## config.mk

```make
export PLATFORM = sky130hd
export DESIGN_NAME = prog_loader_flat
export DESIGN_NICKNAME = d
export VERILOG_FILES = /design/src/rtl/lc3_pkg.sv /design/src/rtl/prog_loader_if.sv /design/src/rtl/prog_loader.sv /design/src/flat_wrapper.sv
export SDC_FILE = /design/constraint.sdc
export NUM_CORES = 1
export LEC_CHECK = 0
export ABC_AREA = 0
export CAP_MARGIN = 20
export CORE_AREA = 2 2 95 88
export CTS_CLUSTER_SIZE = 25
export DETAILED_ROUTE_END_ITERATION = 10
export DIE_AREA = 0 0 97 90
export HOLD_SLACK_MARGIN = 0.12
export PLACE_DENSITY = 0.82
export SLEW_MARGIN = 20
export SYNTH_ARGS = -nofsm -noshare
export SYNTH_HDL_FRONTEND = slang
export SYNTH_SLANG_ARGS = --single-unit
```

## constraint.sdc

```tcl
create_clock -name clk -period 3.9 [get_ports clk]
set_input_delay 0.39 -clock clk [delete_from_list [all_inputs] [get_ports clk]]
set_output_delay 0.39 -clock clk [all_outputs]
set_load 0.005 [all_outputs]
```

## src/rtl/lc3_pkg.sv

```systemverilog
// Shared widths and loader FSM state encoding.
package lc3_pkg;

    localparam int unsigned LC3_ADDR_W = 16;
    localparam int unsigned LC3_DATA_W = 16;

    typedef logic [1:0] state_t;

    localparam state_t ST_IDLE  = 2'd0;
    localparam state_t ST_LOAD  = 2'd1;
    localparam state_t ST_SETPC = 2'd2;
    localparam state_t ST_RUN   = 2'd3;

endpackage

```

## src/rtl/prog_loader_if.sv

```systemverilog
// Loader bus: load request, instruction stream, memory write port and CPU control.
interface prog_loader_if
#(
    parameter int unsigned ADDR_W = lc3_pkg::LC3_ADDR_W,
    parameter int unsigned DATA_W = lc3_pkg::LC3_DATA_W
);
    logic              load_start;
    logic [ADDR_W-1:0] load_base;
    logic              in_valid;
    logic              in_ready;
    logic [DATA_W-1:0] in_data;
    logic              in_last;
    logic              mem_we;
    logic [ADDR_W-1:0] mem_addr;
    logic [DATA_W-1:0] mem_wdata;
    logic              pc_ld;
    logic [ADDR_W-1:0] pc_val;
    logic              cpu_run;
    logic              cpu_halt;
    logic              busy;
    logic              done;
    logic              err;
    logic [ADDR_W-1:0] word_count;

    modport slave (
        input  load_start, load_base, in_valid, in_data, in_last, cpu_halt,
        output in_ready, mem_we, mem_addr, mem_wdata, pc_ld, pc_val,
               cpu_run, busy, done, err, word_count
    );

    modport master (
        output load_start, load_base, in_valid, in_data, in_last, cpu_halt,
        input  in_ready, mem_we, mem_addr, mem_wdata, pc_ld, pc_val,
               cpu_run, busy, done, err, word_count
    );
endinterface

```

## src/rtl/prog_loader.sv

```systemverilog
// Streams a program into memory, loads the PC with the base address and
// runs the CPU until HALT.
module prog_loader
    import lc3_pkg::*;
#(
    parameter int unsigned ADDR_W = LC3_ADDR_W,
    parameter int unsigned DATA_W = LC3_DATA_W
) (
    input  logic         clk,
    input  logic         rst,
    prog_loader_if.slave bus
);

    state_t            r_state;
    state_t            w_state_nxt;
    logic [ADDR_W-1:0] r_addr;
    logic [ADDR_W-1:0] r_base;
    logic [ADDR_W-1:0] r_word_count;
    logic [ADDR_W-1:0] r_mem_addr;
    logic [DATA_W-1:0] r_mem_wdata;
    logic              r_mem_we;
    logic              r_in_ready;
    logic              r_pc_ld;
    logic              r_cpu_run;
    logic              r_busy;
    logic              r_done;
    logic              r_err;
    logic              w_start;
    logic              w_accept;
    logic              w_halt;
    logic              w_addr_top;

    assign w_start    = (r_state == ST_IDLE) && bus.load_start;
    assign w_accept   = (r_state == ST_LOAD) && bus.in_valid;
    assign w_halt     = (r_state == ST_RUN)  && bus.cpu_halt;
    assign w_addr_top = &r_addr;

    always_ff @(posedge clk) begin
        if (rst) r_state <= ST_IDLE;
        else     r_state <= w_state_nxt;
    end

    always_comb begin
        w_state_nxt = r_state;
        case (r_state)
            ST_IDLE:  if (bus.load_start) w_state_nxt = ST_LOAD;
            ST_LOAD: begin
                if (bus.in_valid) begin
                    if (bus.in_last)      w_state_nxt = ST_SETPC;
                    else if (w_addr_top)  w_state_nxt = ST_IDLE;
                end
            end
            ST_SETPC: w_state_nxt = ST_RUN;
            ST_RUN:   if (bus.cpu_halt) w_state_nxt = ST_IDLE;
            default:  w_state_nxt = ST_IDLE;
        endcase
    end

    // Control outputs are registered from the next state so they line up with r_state.
    always_ff @(posedge clk) begin
        if (rst) begin
            r_in_ready <= 1'b0;
            r_pc_ld    <= 1'b0;
            r_cpu_run  <= 1'b0;
            r_busy     <= 1'b0;
            r_done     <= 1'b0;
        end else begin
            r_in_ready <= (w_state_nxt == ST_LOAD);
            r_pc_ld    <= (w_state_nxt == ST_SETPC);
            r_cpu_run  <= (w_state_nxt == ST_RUN);
            r_busy     <= (w_state_nxt != ST_IDLE);
            r_done     <= w_halt;
        end
    end

    // Address/word counters and the delayed memory write port.
    always_ff @(posedge clk) begin
        if (rst) begin
            r_addr       <= '0;
            r_base       <= '0;
            r_word_count <= '0;
            r_err        <= 1'b0;
            r_mem_we     <= 1'b0;
            r_mem_addr   <= '0;
            r_mem_wdata  <= '0;
        end else begin
            r_mem_we <= w_accept;
            if (w_start) begin
                r_addr       <= bus.load_base;
                r_base       <= bus.load_base;
                r_word_count <= '0;
                r_err        <= 1'b0;
            end
            if (w_accept) begin
                r_mem_addr   <= r_addr;
                r_mem_wdata  <= bus.in_data;
                r_addr       <= r_addr + ADDR_W'(1);
                r_word_count <= r_word_count + ADDR_W'(1);
                if (!bus.in_last && w_addr_top) r_err <= 1'b1;
            end
        end
    end

    assign bus.in_ready   = r_in_ready;
    assign bus.mem_we     = r_mem_we;
    assign bus.mem_addr   = r_mem_addr;
    assign bus.mem_wdata  = r_mem_wdata;
    assign bus.pc_ld      = r_pc_ld;
    assign bus.pc_val     = r_base;
    assign bus.cpu_run    = r_cpu_run;
    assign bus.busy       = r_busy;
    assign bus.done       = r_done;
    assign bus.err        = r_err;
    assign bus.word_count = r_word_count;

endmodule

```

## src/flat_wrapper.sv

```systemverilog
// flat-port wrapper written by rule: the top's interface ports become plain ports
module prog_loader_flat import lc3_pkg::*;
#(
    parameter int unsigned ADDR_W = LC3_ADDR_W,
    parameter int unsigned DATA_W = LC3_DATA_W
)
  (clk, rst, bus_load_start, bus_load_base, bus_in_valid, bus_in_data, bus_in_last, bus_cpu_halt, bus_in_ready, bus_mem_we, bus_mem_addr, bus_mem_wdata, bus_pc_ld, bus_pc_val, bus_cpu_run, bus_busy, bus_done, bus_err, bus_word_count);
  prog_loader_if #(.ADDR_W(ADDR_W), .DATA_W(DATA_W)) bus_i ();
  input  logic clk;
  input  logic rst;
  input wire logic [$bits(bus_i.load_start)-1:0] bus_load_start;
  input wire logic [$bits(bus_i.load_base)-1:0] bus_load_base;
  input wire logic [$bits(bus_i.in_valid)-1:0] bus_in_valid;
  input wire logic [$bits(bus_i.in_data)-1:0] bus_in_data;
  input wire logic [$bits(bus_i.in_last)-1:0] bus_in_last;
  input wire logic [$bits(bus_i.cpu_halt)-1:0] bus_cpu_halt;
  output wire logic [$bits(bus_i.in_ready)-1:0] bus_in_ready;
  output wire logic [$bits(bus_i.mem_we)-1:0] bus_mem_we;
  output wire logic [$bits(bus_i.mem_addr)-1:0] bus_mem_addr;
  output wire logic [$bits(bus_i.mem_wdata)-1:0] bus_mem_wdata;
  output wire logic [$bits(bus_i.pc_ld)-1:0] bus_pc_ld;
  output wire logic [$bits(bus_i.pc_val)-1:0] bus_pc_val;
  output wire logic [$bits(bus_i.cpu_run)-1:0] bus_cpu_run;
  output wire logic [$bits(bus_i.busy)-1:0] bus_busy;
  output wire logic [$bits(bus_i.done)-1:0] bus_done;
  output wire logic [$bits(bus_i.err)-1:0] bus_err;
  output wire logic [$bits(bus_i.word_count)-1:0] bus_word_count;
  assign bus_i.load_start = bus_load_start;
  assign bus_i.load_base = bus_load_base;
  assign bus_i.in_valid = bus_in_valid;
  assign bus_i.in_data = bus_in_data;
  assign bus_i.in_last = bus_in_last;
  assign bus_i.cpu_halt = bus_cpu_halt;
  assign bus_in_ready = bus_i.in_ready;
  assign bus_mem_we = bus_i.mem_we;
  assign bus_mem_addr = bus_i.mem_addr;
  assign bus_mem_wdata = bus_i.mem_wdata;
  assign bus_pc_ld = bus_i.pc_ld;
  assign bus_pc_val = bus_i.pc_val;
  assign bus_cpu_run = bus_i.cpu_run;
  assign bus_busy = bus_i.busy;
  assign bus_done = bus_i.done;
  assign bus_err = bus_i.err;
  assign bus_word_count = bus_i.word_count;
  prog_loader #(.ADDR_W(ADDR_W), .DATA_W(DATA_W)) u_core (.clk(clk), .rst(rst), .bus(bus_i));
endmodule
```

==> flow_metrics.env <==
export IMPL_p_per_area_nw_per_um2=389
export IMPL_tightestPinTransition_ns=0.774
export IMPL_post_cts_resized=0
export IMPL_synth_top_family_by_area="simple AND/OR/NAND/NOR gates"
export IMPL_synth_area_sq_um=3760
export IMPL_critPathMaxStageDelay_ns=0.61
export IMPL_first_iter_violations=207
export IMPL_synthCells=468
export IMPL_synth_xor_area_frac=0
export IMPL_async_reset_ff_frac=0
export IMPL_routedWlPerCell_microns=15.1
export IMPL_clk_pin_slew_ns=0.09
export IMPL_ys_ff_latch=89
export IMPL_area_growth_syn_to_layout_pct=35.3
export IMPL_drc=0
export IMPL_r2r_end="u_core.bus.busy"
export IMPL_finalMaxSlewViolations=0
export IMPL_final_hold_violation_count=0
export IMPL_post_cts_buffers=0
export IMPL_dp_hpwl_microns=6900
export IMPL_setup_viol=0
export IMPL_status="completed"
export IMPL_die_x_microns=97
export IMPL_nets=600
export IMPL_cts_buffers=9
export IMPL_rows=31
export IMPL_hold_path_startpoint="u_core.bus.pc_val[8]"
export IMPL_rsz0062_at_grt="false"
export IMPL_critical_path_slowest_cell="or4_1"
export IMPL_crit_family="simple AND/OR/NAND/NOR gates"
export IMPL_grt_total_usage=0.222
export IMPL_dieArea_sq_um=8730
export IMPL_hold_ws_ns=0.460
export IMPL_ir_worst_vdd_v=0.000265
export IMPL_hp_class="reg2reg"
export IMPL_synth_edf_count=0
export IMPL_synth_fa_ha_area_frac=0.00665
export IMPL_final_core_util=0.653
export IMPL_ctsHoldBuffers=0
export IMPL_synth_nets=508
export IMPL_port_buffers=108
export IMPL_tritoncts="done"
export IMPL_grt_pass1_vias=3400
export IMPL_dp_cells=648
export IMPL_io_pins=109
export IMPL_syn_avg_cell_area_sq_um=8.04
export IMPL_crit_chain="ha_1 -> nand4_4 -> or4_1 -> o21ai_0 -> o21ai_0"
export IMPL_gp_congestion=0.820
export IMPL_critical_path_arrival_ns=2.48
export IMPL_grt_max_degree=54
export IMPL_hold_path_end="u_core.bus.pc_val[8]"
export IMPL_dieHeight_microns=90
export IMPL_clock_latency_ns=0.34
export IMPL_required_ns=4.10
export IMPL_dr_pass1_iters=5
export IMPL_yosysUniqueCellTypes=53
export IMPL_overflow=0
export IMPL_cpMostUsedCell="o21ai_0"
export IMPL_antenna_found_initial=0
export IMPL_power_leakage_nw=1.70
export IMPL_synthSimpleGateAreaFrac=0.276
export IMPL_period_minus_slack_ns=2.28
export IMPL_yosysSeqAreaShare=0.474
export IMPL_htreeDepth=3
export IMPL_whs_path_depth=2
export IMPL_cp_start_kind="flip-flop"
export IMPL_synth_mux_area_frac=0.00532
export IMPL_drive_gt1_frac=0.0584
export IMPL_fin_cells=664
export IMPL_routed_wl_microns=10000
export IMPL_antenna_left=0
export IMPL_grt_first_pass_wirelength_microns=16300
export IMPL_fmax_mhz=439
export IMPL_design_core_area_sq_um=7800
export IMPL_start_util=0.483
export IMPL_cts_root_buffer="clkbuf_8"
export IMPL_vias=3807
export IMPL_cts_sinks=89
export IMPL_path_class="reg2reg"
export IMPL_cp_end_kind="flip-flop"
export IMPL_final_period_utilization=0.584
export IMPL_drv_cap=0
export IMPL_regToRegSetupSlack_ns=1.62
export IMPL_reg2reg_from="u_core.r_addr[0]"
export IMPL_maxSlewHeadroom=0.482
export IMPL_path_buf_inv=0
export IMPL_synth_warnings=0
export IMPL_fin_tns_setup_ns=0
export IMPL_antennaDiodeCount=0
export IMPL_synth_compound_area_frac=0.205
export IMPL_synthFlopType="dfxtp_1"
export IMPL_path_max_fanout=9
export IMPL_vias_per_cell=5.73
export IMPL_clockBufferDepth=2
export IMPL_fillers=664
export IMPL_r2r_cells=5
export IMPL_fin_skew_ns=0.00672
==> cells in the mapped netlist (4+ instances only) <==
cell type  number  area, sq um
a21oi_1        68          340
or3_1          10         62.6
nor3_1          9         45.0
nor2_1         21         78.8
o21ai_0        19         95.1
o21a_1          5         37.5
o211ai_1        5         37.5
nand4_1         7         43.8
or2_2           4         25.0
a311oi_1        5         43.8
nand2_1       114          428
clkbuf_1       25         93.8
dfxtp_1        89         1780
a31oi_1        10         62.6
nand3_1        13         65.1
nor4_1          7         43.8
==> through the flow <==
step	setup WS [ns]	area (sq um)	power (mW)
3_3_place_gp	1.37	4870	1.32
6_report	1.62	5090	1.98
5_1_grt	1.48	5090	2.07
2_1_floorplan	2.07	3760	1.18
4_1_cts	1.64	5090	1.99
3_5_place_dp	1.29	4870	1.33
==> kinds of logic after synthesis <==
group           after synthesis
fa+ha+maj                     2
simple gates                213
mux                           2
flops                        89
buf+inv                      32
compound gates              130
==> where the power goes <==
group          switching [mW]  leakage, nW  total [mW]  internal, mW
logic                   0.153        0.872       0.300         0.147
clock network           0.329        0.102       0.664         0.335
registers              0.0552        0.725        1.01         0.960
total                   0.538         1.70        1.98          1.44
==> worst max path at each step <==
stage / from / endpoint / depth (start not counted)
floorplan: u_core.r_addr[0] / u_core.bus.busy / 5
global placement: bus_load_start / u_core.r_addr[9] / 5
detailed placement: bus_load_start / u_core.r_addr[9] / 5
CTS: u_core.r_addr[0] / u_core.bus.busy / 5
global route: u_core.r_addr[0] / u_core.bus.busy / 5
finish: u_core.r_addr[0] / u_core.bus.busy / 5
==> cell type report <==
type                    count  area, sq um  area share
clock buffers              11          151      0.0298
clock inverters             5         62.6      0.0123
inverters                   1         3.75    0.000738
multi-input cells         347         1860       0.365
flip-flops and latches     89         1780       0.350
well taps                  99          124      0.0243
repair buffers            112         1110       0.217
==> sequential cells by signal, summed over array words and instances (netlist names) <==
| name | flops |
|---|---|
| u_core.r_addr | 16 |
| u_core.bus.mem_we | 1 |
| u_core.bus.err | 1 |
| u_core.bus.done | 1 |
| u_core.bus.busy | 1 |
| u_core.bus.pc_val | 16 |
| u_core.bus.word_count | 16 |
| u_core.bus.mem_addr | 16 |
| u_core.bus.pc_ld | 1 |
| u_core.bus.cpu_run | 1 |
| u_core.bus.in_ready | 1 |
| u_core.bus.mem_wdata | 16 |
| u_core.r_state | 2 |
==> routing by layer <==
layer | vias to the layer above | GRT usage | share of wire | wire (microns)
met3 | 10 | 0.0443 | 0.069 | 695
met5 | - | 0 | 0 | 0
met1 | 1786 | 0.309 | 0.45 | 4540
met4 | 0 | 0.0622 | 0.0095 | 95
li1 | 1850 | - | - | -
met2 | 161 | 0.351 | 0.47 | 4700
==> worst reg2reg max path: stages, from the launching register on <==
cell,delay (ns)
dfxtp_1,0.44
ha_1,0.32
nand4_4,0.20
or4_1,0.61
o21ai_0,0.39
o21ai_0,0.18
==> cell usage in the layout (no fill, tap or decap), types with 3 or more instances in the layout <==
cell | synthesis | final
nand2_1 | 114 | 114
dfxtp_1 | 89 | 89
o211ai_1 | 5 | 5
clkbuf_8 | 0 | 11
a31oi_1 | 10 | 10
or3_1 | 10 | 10
o21ai_0 | 19 | 19
nor2_1 | 21 | 21
a311oi_1 | 5 | 5
nor4_1 | 7 | 7
nand3_1 | 13 | 13
a21oi_1 | 68 | 68
clkdlybuf4s50_1 | 0 | 107
nand3b_1 | 3 | 3
and3_1 | 3 | 3
nor3_1 | 9 | 9
o21a_1 | 5 | 5
or2_2 | 4 | 4
nand4_1 | 7 | 7
buf_4 | 0 | 4
(Power assumes the default switching activity.)
